==> config.mk <==
export PLATFORM = sky130hd
export DESIGN_NAME = pc_ir_unit
export DESIGN_NICKNAME = d
export VERILOG_FILES = /design/src/rtl/pc_ir_unit.sv
export SDC_FILE = /design/constraint.sdc
export NUM_CORES = 1
export LEC_CHECK = 0
export CAP_MARGIN = 20
export CORE_MARGIN = 4
export CORE_UTILIZATION = 43
export DETAILED_ROUTE_END_ITERATION = 12
export PLACE_DENSITY = 0.87
export SYNTH_ARGS = -nofsm -noshare
export SYNTH_HDL_FRONTEND = slang
export SYNTH_SLANG_ARGS = --single-unit
==> constraint.sdc <==
create_clock -name clk -period 5.3 [get_ports clk]
set_input_delay 0.53 -clock clk [delete_from_list [all_inputs] [get_ports clk]]
set_output_delay 0.53 -clock clk [all_outputs]
set_load 0.02 [all_outputs]
==> src/rtl/pc_ir_unit.sv <==
// pc_ir_unit: program counter, instruction register and memory data register
// for the multicycle MIPS datapath. It supplies the memory address, holds the
// fetched instruction and its decode fields, and updates the PC from the
// control FSM's sequencing strobes.
module pc_ir_unit #(
    parameter int                    DATA_WIDTH = 32,
    parameter logic [DATA_WIDTH-1:0] RESET_PC   = 32'h0040_0000
) (
    input  logic                  clk,
    input  logic                  reset,
    input  logic                  PCWrite,
    input  logic                  branch,
    input  logic                  PCSrc,
    input  logic                  jump_select,
    input  logic                  IRWrite,
    input  logic                  IorD,
    input  logic                  zero,
    input  logic [DATA_WIDTH-1:0] alu_result,
    input  logic [DATA_WIDTH-1:0] alu_out,
    input  logic [DATA_WIDTH-1:0] rd_data,
    output logic [DATA_WIDTH-1:0] pc,
    output logic [DATA_WIDTH-1:0] mem_addr,
    output logic [DATA_WIDTH-1:0] instr,
    output logic [5:0]            Op,
    output logic [5:0]            funct,
    output logic [4:0]            rs,
    output logic [4:0]            rt,
    output logic [4:0]            rd,
    output logic [DATA_WIDTH-1:0] imm_sext,
    output logic [DATA_WIDTH-1:0] mdr,
    output logic [DATA_WIDTH-1:0] instr_count,
    output logic                  pc_err
);

    logic [DATA_WIDTH-1:0] pc_reg, pc_next;
    logic [DATA_WIDTH-1:0] instr_reg, instr_next;
    logic [DATA_WIDTH-1:0] mdr_reg;
    logic [DATA_WIDTH-1:0] instr_count_reg, instr_count_next;
    logic                  pc_err_reg, pc_err_next;

    logic                  pc_en;
    logic [DATA_WIDTH-1:0] jump_target;
    logic [DATA_WIDTH-1:0] pc_target;
    logic                  pc_misaligned;

    // Next-state logic: PC target selection, alignment guard, IR and counter.
    always_comb begin
        pc_en         = PCWrite | (branch & zero);
        // The PC has already been advanced by fetch, so its top nibble is
        // the region of the instruction following the jump.
        jump_target   = {pc_reg[31:28], instr_reg[25:0], 2'b00};
        pc_target     = alu_result;
        if (PCSrc) begin
            pc_target = jump_select ? alu_out : jump_target;
        end
        pc_misaligned = (pc_target[1:0] != 2'b00);

        pc_next     = pc_reg;
        pc_err_next = pc_err_reg;
        if (pc_en) begin
            if (pc_misaligned) begin
                // A misaligned target is refused; the PC keeps its value
                // and the error is latched until reset.
                pc_err_next = 1'b1;
            end else begin
                pc_next = pc_target;
            end
        end

        instr_next       = instr_reg;
        instr_count_next = instr_count_reg;
        if (IRWrite) begin
            instr_next       = rd_data;
            instr_count_next = instr_count_reg + 1'b1;
        end
    end

    // State registers with synchronous active-low reset that overrides every strobe.
    always_ff @(posedge clk) begin
        if (!reset) begin
            pc_reg          <= RESET_PC;
            instr_reg       <= '0;
            mdr_reg         <= '0;
            instr_count_reg <= '0;
            pc_err_reg      <= 1'b0;
        end else begin
            pc_reg          <= pc_next;
            instr_reg       <= instr_next;
            mdr_reg         <= rd_data;
            instr_count_reg <= instr_count_next;
            pc_err_reg      <= pc_err_next;
        end
    end

    // Decode fields come only from the IR, so there is no path from rd_data to Op/funct.
    assign mem_addr    = IorD ? alu_out : pc_reg;
    assign pc          = pc_reg;
    assign instr       = instr_reg;
    assign mdr         = mdr_reg;
    assign instr_count = instr_count_reg;
    assign pc_err      = pc_err_reg;
    assign Op          = instr_reg[31:26];
    assign rs          = instr_reg[25:21];
    assign rt          = instr_reg[20:16];
    assign rd          = instr_reg[15:11];
    assign funct       = instr_reg[5:0];

    // Sign extension: lower half straight from the IR, upper half replicates bit 15.
    assign imm_sext[15:0] = instr_reg[15:0];
    genvar gi;
    generate
        for (gi = 16; gi < DATA_WIDTH; gi++) begin : g_sext
            assign imm_sext[gi] = instr_reg[15];
        end
    endgenerate

endmodule
==> flow_metrics.env, run 1 <==
export IMPL_status="complete, no violations"
export IMPL_syn2layout_area_growth_pct=56.3
export IMPL_cts_tree="done"
export IMPL_syn_num_nets=762
export IMPL_port_buffers=324
export IMPL_end_kind="primary output"
export IMPL_synthAdderAreaFrac_pct=0.206
export IMPL_period_share_pct=50.7
export IMPL_nets=1004
export IMPL_numClockSinks=129
export IMPL_p_total_mw=2.75
export IMPL_critPathRequiredTime_ns=4.77
export IMPL_pwr_density_cell_nw_per_um2=289
export IMPL_slowest_delay_ns=0.63
export IMPL_fmax_ghz=0.372
export IMPL_coreArea_sq_um=13900
export IMPL_r2r_start="instr_count[9]"
export IMPL_cts_hold_buf=0
export IMPL_yosysWarnings=0
export IMPL_grt_use_total_pct=25.6
export IMPL_synthMuxAreaShare_pct=15.7
export IMPL_cts_buffer_depth=2
export IMPL_synth_cell_types=43
export IMPL_drc=0
export IMPL_period_minus_slack_ns=2.69
export IMPL_ff2ff_setup_slack_ns=3.03
export IMPL_grt_pass1_vias=5734
export IMPL_start_kind="input port"
export IMPL_synth_top_family_by_area="multiplexers"
export IMPL_synth_cells=656
export IMPL_start_util_pct=43.8
export IMPL_final_max_slew_viol_count=0
export IMPL_grt_pass1_wl_mm=32.5
export IMPL_r2r_end="instr_count[31]"
export IMPL_fin_skew_ns=0.00548
export IMPL_vias=5864
export IMPL_num_antenna_cells=0
export IMPL_drtAntennaViolNets=0
export IMPL_rsz0062_at_grt="no"
export IMPL_fp_dieH_um=127
export IMPL_post_cts_resized=0
export IMPL_crit_start="IorD"
export IMPL_maxCapViolations=0
export IMPL_clk_root_buffer_cell="clkbuf_16"
export IMPL_synthFlopType="dfxtp_1"
export IMPL_cts_setup_buffers=0
export IMPL_synth_seq_area_share_pct=42.5
export IMPL_synthArstFlopShare_pct=0
export IMPL_h_tree_depth=4
export IMPL_path_buf_inv=2
export IMPL_grt_max_degree=65
export IMPL_syn_area_sq_um=6070
export IMPL_crit_cells=3
export IMPL_wirelength_mm=21.3
export IMPL_die_area_sq_um=16100
export IMPL_wl_per_cell_um=19.5
export IMPL_dr_pass1_iters=5
export IMPL_antenna_found_initial=0
export IMPL_max_slew_worst_pin_slew_ns=1.02
export IMPL_r2r_cells=4
export IMPL_postSynthAreaPerCell_sq_um=9.26
export IMPL_peakVddDrop_v=0.000193
export IMPL_drive_gt1_share_pct=8.81
export IMPL_grt_overflow=0
export IMPL_path_max_fanout=32
export IMPL_hold_class="reg2reg"
export IMPL_clk_latency_ns=0.42
export IMPL_final_hold_viol_count=0
export IMPL_p_leak_nw=3.57
export IMPL_crit_family="buffers and inverters"
export IMPL_fin_setup_tns_ns=0
export IMPL_worstPathCellList="buf_2, mux2_2, clkdlybuf4s50_1"
export IMPL_synth_edf_count=0
export IMPL_synth_simple_area_share_pct=15.4
export IMPL_gp_congestion=0.827
export IMPL_endpoint="mem_addr[16]"
export IMPL_crit_slowest_cell="buf_2"
export IMPL_via_per_inst=5.39
export IMPL_drt_iter0_markers=317
export IMPL_synth_compound_area_share_pct=13.6
export IMPL_crit_arrival_ns=2.16
export IMPL_synthXorXnorAreaFrac_pct=1.73
export IMPL_fp_dieW_um=127
export IMPL_rows=43
export IMPL_cts_buffers=17
export IMPL_dp_hpwl_mm=15.0
export IMPL_relSlewSlack_pct=32.0
export IMPL_clk_pin_slew_ns=0.05
export IMPL_ys_ff_latch=129
export IMPL_setup_violations=0
export IMPL_crit_type="in2out"
export IMPL_io_pin_count=325
-- metrics by stage --
stage	util, %	hold WS, ns	std cells	setup WS (ns)	instance area [sq um]
6_report	68.4	0.489	1088	2.61	9490
5_1_grt	68.4	0.512	1088	2.41	9490
4_1_cts	68.4	0.499	1088	2.59	9490
3_5_place_dp	64.3	0.484	1059	2.22	8930
3_3_place_gp	64.3	0.448	1059	2.35	8930
2_1_floorplan	-	0.549	656	3.22	6070
-- Yosys cell counts, types with 8 or more instances --
master,number,share of area (%)
dfxtp_1,129,43
buf_4,60,7.4
mux2i_1,59,9.7
nor2_1,50,3.1
a21oi_1,45,3.7
nand2_1,37,2.3
and2_1,34,3.5
clkbuf_1,34,2.1
mux2_2,32,5.9
o21ai_0,31,2.6
o2111ai_1,25,3.6
or4_1,13,1.6
o31ai_1,12,1.5
nand3_1,11,0.91
nand4_1,9,0.93
buf_1,8,0.49
-- power by group --
group	switching (mW)	internal [mW]
Clock	0.412	0.718
Sequential	0.0413	1.02
Combinational	0.275	0.283
-- worst min-delay path by stage --
stage / start / endpoint / slack (ns) / cells after the start
final: pc_err / pc_err / 0.49 / 2
after global routing: pc_err / pc_err / 0.51 / 2
after CTS: pc_err / pc_err / 0.50 / 2
after detailed placement: pc_err / pc_err / 0.48 / 2
after global placement: pc_err / pc_err / 0.45 / 2
after floorplan: instr_count[31] / instr_count[31] / 0.55 / 2
-- worst register-to-register path, delay by kind of cell, from the launching register on --
kind	cells	cell delay, ns
AOI/OAI and AO/OA	1	0.17
DFF	1	0.44
and+or+nand+nor	3	1.57
-- layout make-up --
type | instances | area (sq um)
Clock buffer | 23 | 478
Multi-Input combinational cell | 414 | 2840
Fill cell | 1107 | 4390
Clock inverter | 6 | 82.6
Tap cell | 180 | 225
Sequential cell | 129 | 2580
Inverter | 6 | 22.5
Timing Repair Buffer | 330 | 3260
-- layer usage --
metal  vias to the layer above  wire length (um)  GRT usage [%]
met5                         -                 0              0
met4                         0               473           6.56
met3                        32              1580           7.62
met2                       281             10500           44.1
met1                      2786              8730           31.4
li1                       2765                 -              -
-- cells in the final DEF (no fill, tap or decap), drive strengths merged, types with 6 or more instances in the layout --
| cell | n |
|---|---|
| o2111ai | 25 |
| or4 | 13 |
| o21ai | 31 |
| inv | 6 |
| clkdlybuf4s50 | 319 |
| nand4 | 9 |
| dfxtp | 129 |
| xnor2 | 7 |
| a21oi | 45 |
| nand2 | 37 |
| mux2 | 32 |
| buf | 11 |
| o31ai | 12 |
| nor2 | 50 |
| nand3 | 12 |
| mux2i | 59 |
| and2 | 34 |
| clkbuf | 23 |
-- kinds of logic (layout without fill, tap and decap cells) --
kind of cell / Yosys count / after routing
xor gates and xnor gates: 12 / 12
adders and majority gates: 1 / 1
muxes: 91 / 91
and+or+nand+nor: 181 / 181
DFF: 129 / 129
AOI/OAI and AO/OA: 129 / 129
buffers and inverters: 113 / 365
(Power assumes the default switching activity.)
==> run 2: changes to the inputs <==
Settings changed: CORE_UTILIZATION 43 to 40, PLACE_DENSITY 0.87 to 0.82.
Clock period 5.3 ns to 2.5 ns, I/O delays scaled along.
==> flow_metrics.env, run 2 (same netlist as run 1, synthesis figures left out) <==
export IMPL_clk_latency_ns=0.42
export IMPL_dp_hpwl_mm=15.8
export IMPL_period_share_pct=86.5
export IMPL_grt_max_degree=51
export IMPL_start_kind="flop"
export IMPL_fin_ws_ns=0.338
export IMPL_h_tree_depth=4
export IMPL_setup_violations=0
export IMPL_clk_root_buffer_cell="clkbuf_16"
export IMPL_drt_iter0_markers=387
export IMPL_fin_skew_ns=0.00804
export IMPL_period_minus_slack_ns=2.16
export IMPL_crit_slowest_cell="or4b_1"
export IMPL_antenna_found_initial=0
export IMPL_drc=0
export IMPL_via_per_inst=5.27
export IMPL_p_leak_nw=3.66
export IMPL_grt_pass1_wl_mm=33.2
export IMPL_dr_pass1_iters=4
export IMPL_fin_setup_tns_ns=0
export IMPL_cts_buffer_depth=2
export IMPL_status="complete, no violations"
export IMPL_drive_gt1_share_pct=10.5
export IMPL_max_slew_worst_pin_slew_ns=0.568
export IMPL_start_util_pct=41.3
export IMPL_crit_start="instr_count[0]"
export IMPL_final_max_slew_viol_count=0
export IMPL_layout_cells_most_common_list="clkdlybuf4s50_1, dfxtp_1, mux2i_1, nor2_1, a21oi_1"
export IMPL_post_cts_resized=0
export IMPL_pre_cts_slack_ns=0.358
export IMPL_final_hold_viol_count=0
export IMPL_hold_path_depth=3
export IMPL_die_area_sq_um=17200
export IMPL_wirelength_mm=21.3
export IMPL_drtAntennaViolNets=0
export IMPL_rsz0062_at_grt="no"
export IMPL_crit_family="simple AND/OR/NAND/NOR gates"
export IMPL_fmax_ghz=0.463
export IMPL_peakVddDrop_v=0.000434
export IMPL_io_pin_count=325
export IMPL_cts_setup_buffers=0
export IMPL_grt_overflow=0
export IMPL_crit_arrival_ns=2.50
export IMPL_syn2layout_area_growth_pct=59.3
export IMPL_hold_class="in2reg"
export IMPL_p_total_mw=6.12
export IMPL_maxCapViolations=0
export IMPL_cts_buffers=17
export IMPL_final_util_pct=65.8
export IMPL_final_common_cell="clkdlybuf4s50_1"
export IMPL_wl_per_cell_um=19.2
export IMPL_worstPathCellList="ha_1, and2_1, or4b_1, or4_1, a21oi_1"
export IMPL_crit_type="reg2reg"
export IMPL_rows=44
export IMPL_numClockSinks=129
export IMPL_r2r_cells=5
export IMPL_cts_tree="done"
export IMPL_vias=5829
export IMPL_hold_start="reset"
export IMPL_pwr_density_cell_nw_per_um2=633
export IMPL_gp_congestion=0.848
export IMPL_slowest_delay_ns=0.59
export IMPL_grt_pass1_vias=5807
export IMPL_dpl_cell_area_sq_um=9030
export IMPL_num_antenna_cells=0
export IMPL_r2r_start="instr_count[0]"
export IMPL_clk_pin_slew_ns=0.06
export IMPL_cts_hold_buf=0
export IMPL_path_buf_inv=0
export IMPL_fp_dieH_um=131
export IMPL_end_kind="flop"
export IMPL_crit_cells=5
export IMPL_critPathRequiredTime_ns=2.84
export IMPL_port_buffers=324
export IMPL_coreArea_sq_um=14700
export IMPL_path_max_fanout=8
export IMPL_fp_dieW_um=131
export IMPL_relSlewSlack_pct=62.2
export IMPL_postLayoutCellArea_sq_um=9680
export IMPL_nets=1015
export IMPL_grt_use_total_pct=23.9
-- run 2: cell types whose count changed in the layout (fill, tap and decap cells not counted), sizes merged --
| cell | change |
|---|---|
| buf | +11 |
| clkbuf | -3 |
| clkinvlp | +3 |
| bufinv | +2 |
| clkinv | +1 |
-- run 2: path summary, 6_finish.rpt --
path                          end  slack [ns]
setup / recovery  instr_count[30]        0.34
hold / removal          instr[26]        0.22
setup reg to reg  instr_count[30]        0.34
hold reg to reg   instr_count[31]        0.48
-- run 2: power by group --
part,internal [mW],leakage [nW],switching (mW)
clock network,1.75,0.304,0.942
registers,2.15,1.06,0.0855
logic,0.612,2.30,0.582
-- run 2: routing by layer --
metal	up-vias	wire length, um	GRT usage (%)	share of wire [%]
met4	0	403	7.29	1.9
met3	31	1560	7.22	7.3
met5	-	0	0	0
met2	253	10600	41.7	50
li1	2808	-	-	-
met1	2737	8730	28.4	41
-- run 2: per-stage QoR --
step                cells  hold WS, ns
global placement     1074        0.465
floorplan             656        0.372
CTS                  1106        0.220
finish               1106        0.219
global route         1106        0.236
detailed placement   1074        0.476
-- run 2: worst min-delay path, cell delays in order --
cell and delay, ns:
buf_2 0.10, inv_2 0.13, nor2_1 0.12
-- run 2: final cells by class --
class / count / area (sq um)
Inverter: 6 / 22.5
Clock inverter: 12 / 181
Multi-Input combinational cell: 414 / 2840
Fill cell: 1180 / 5020
Sequential cell: 129 / 2580
Timing Repair Buffer: 341 / 3360
Tap cell: 184 / 230
Clock buffer: 20 / 467
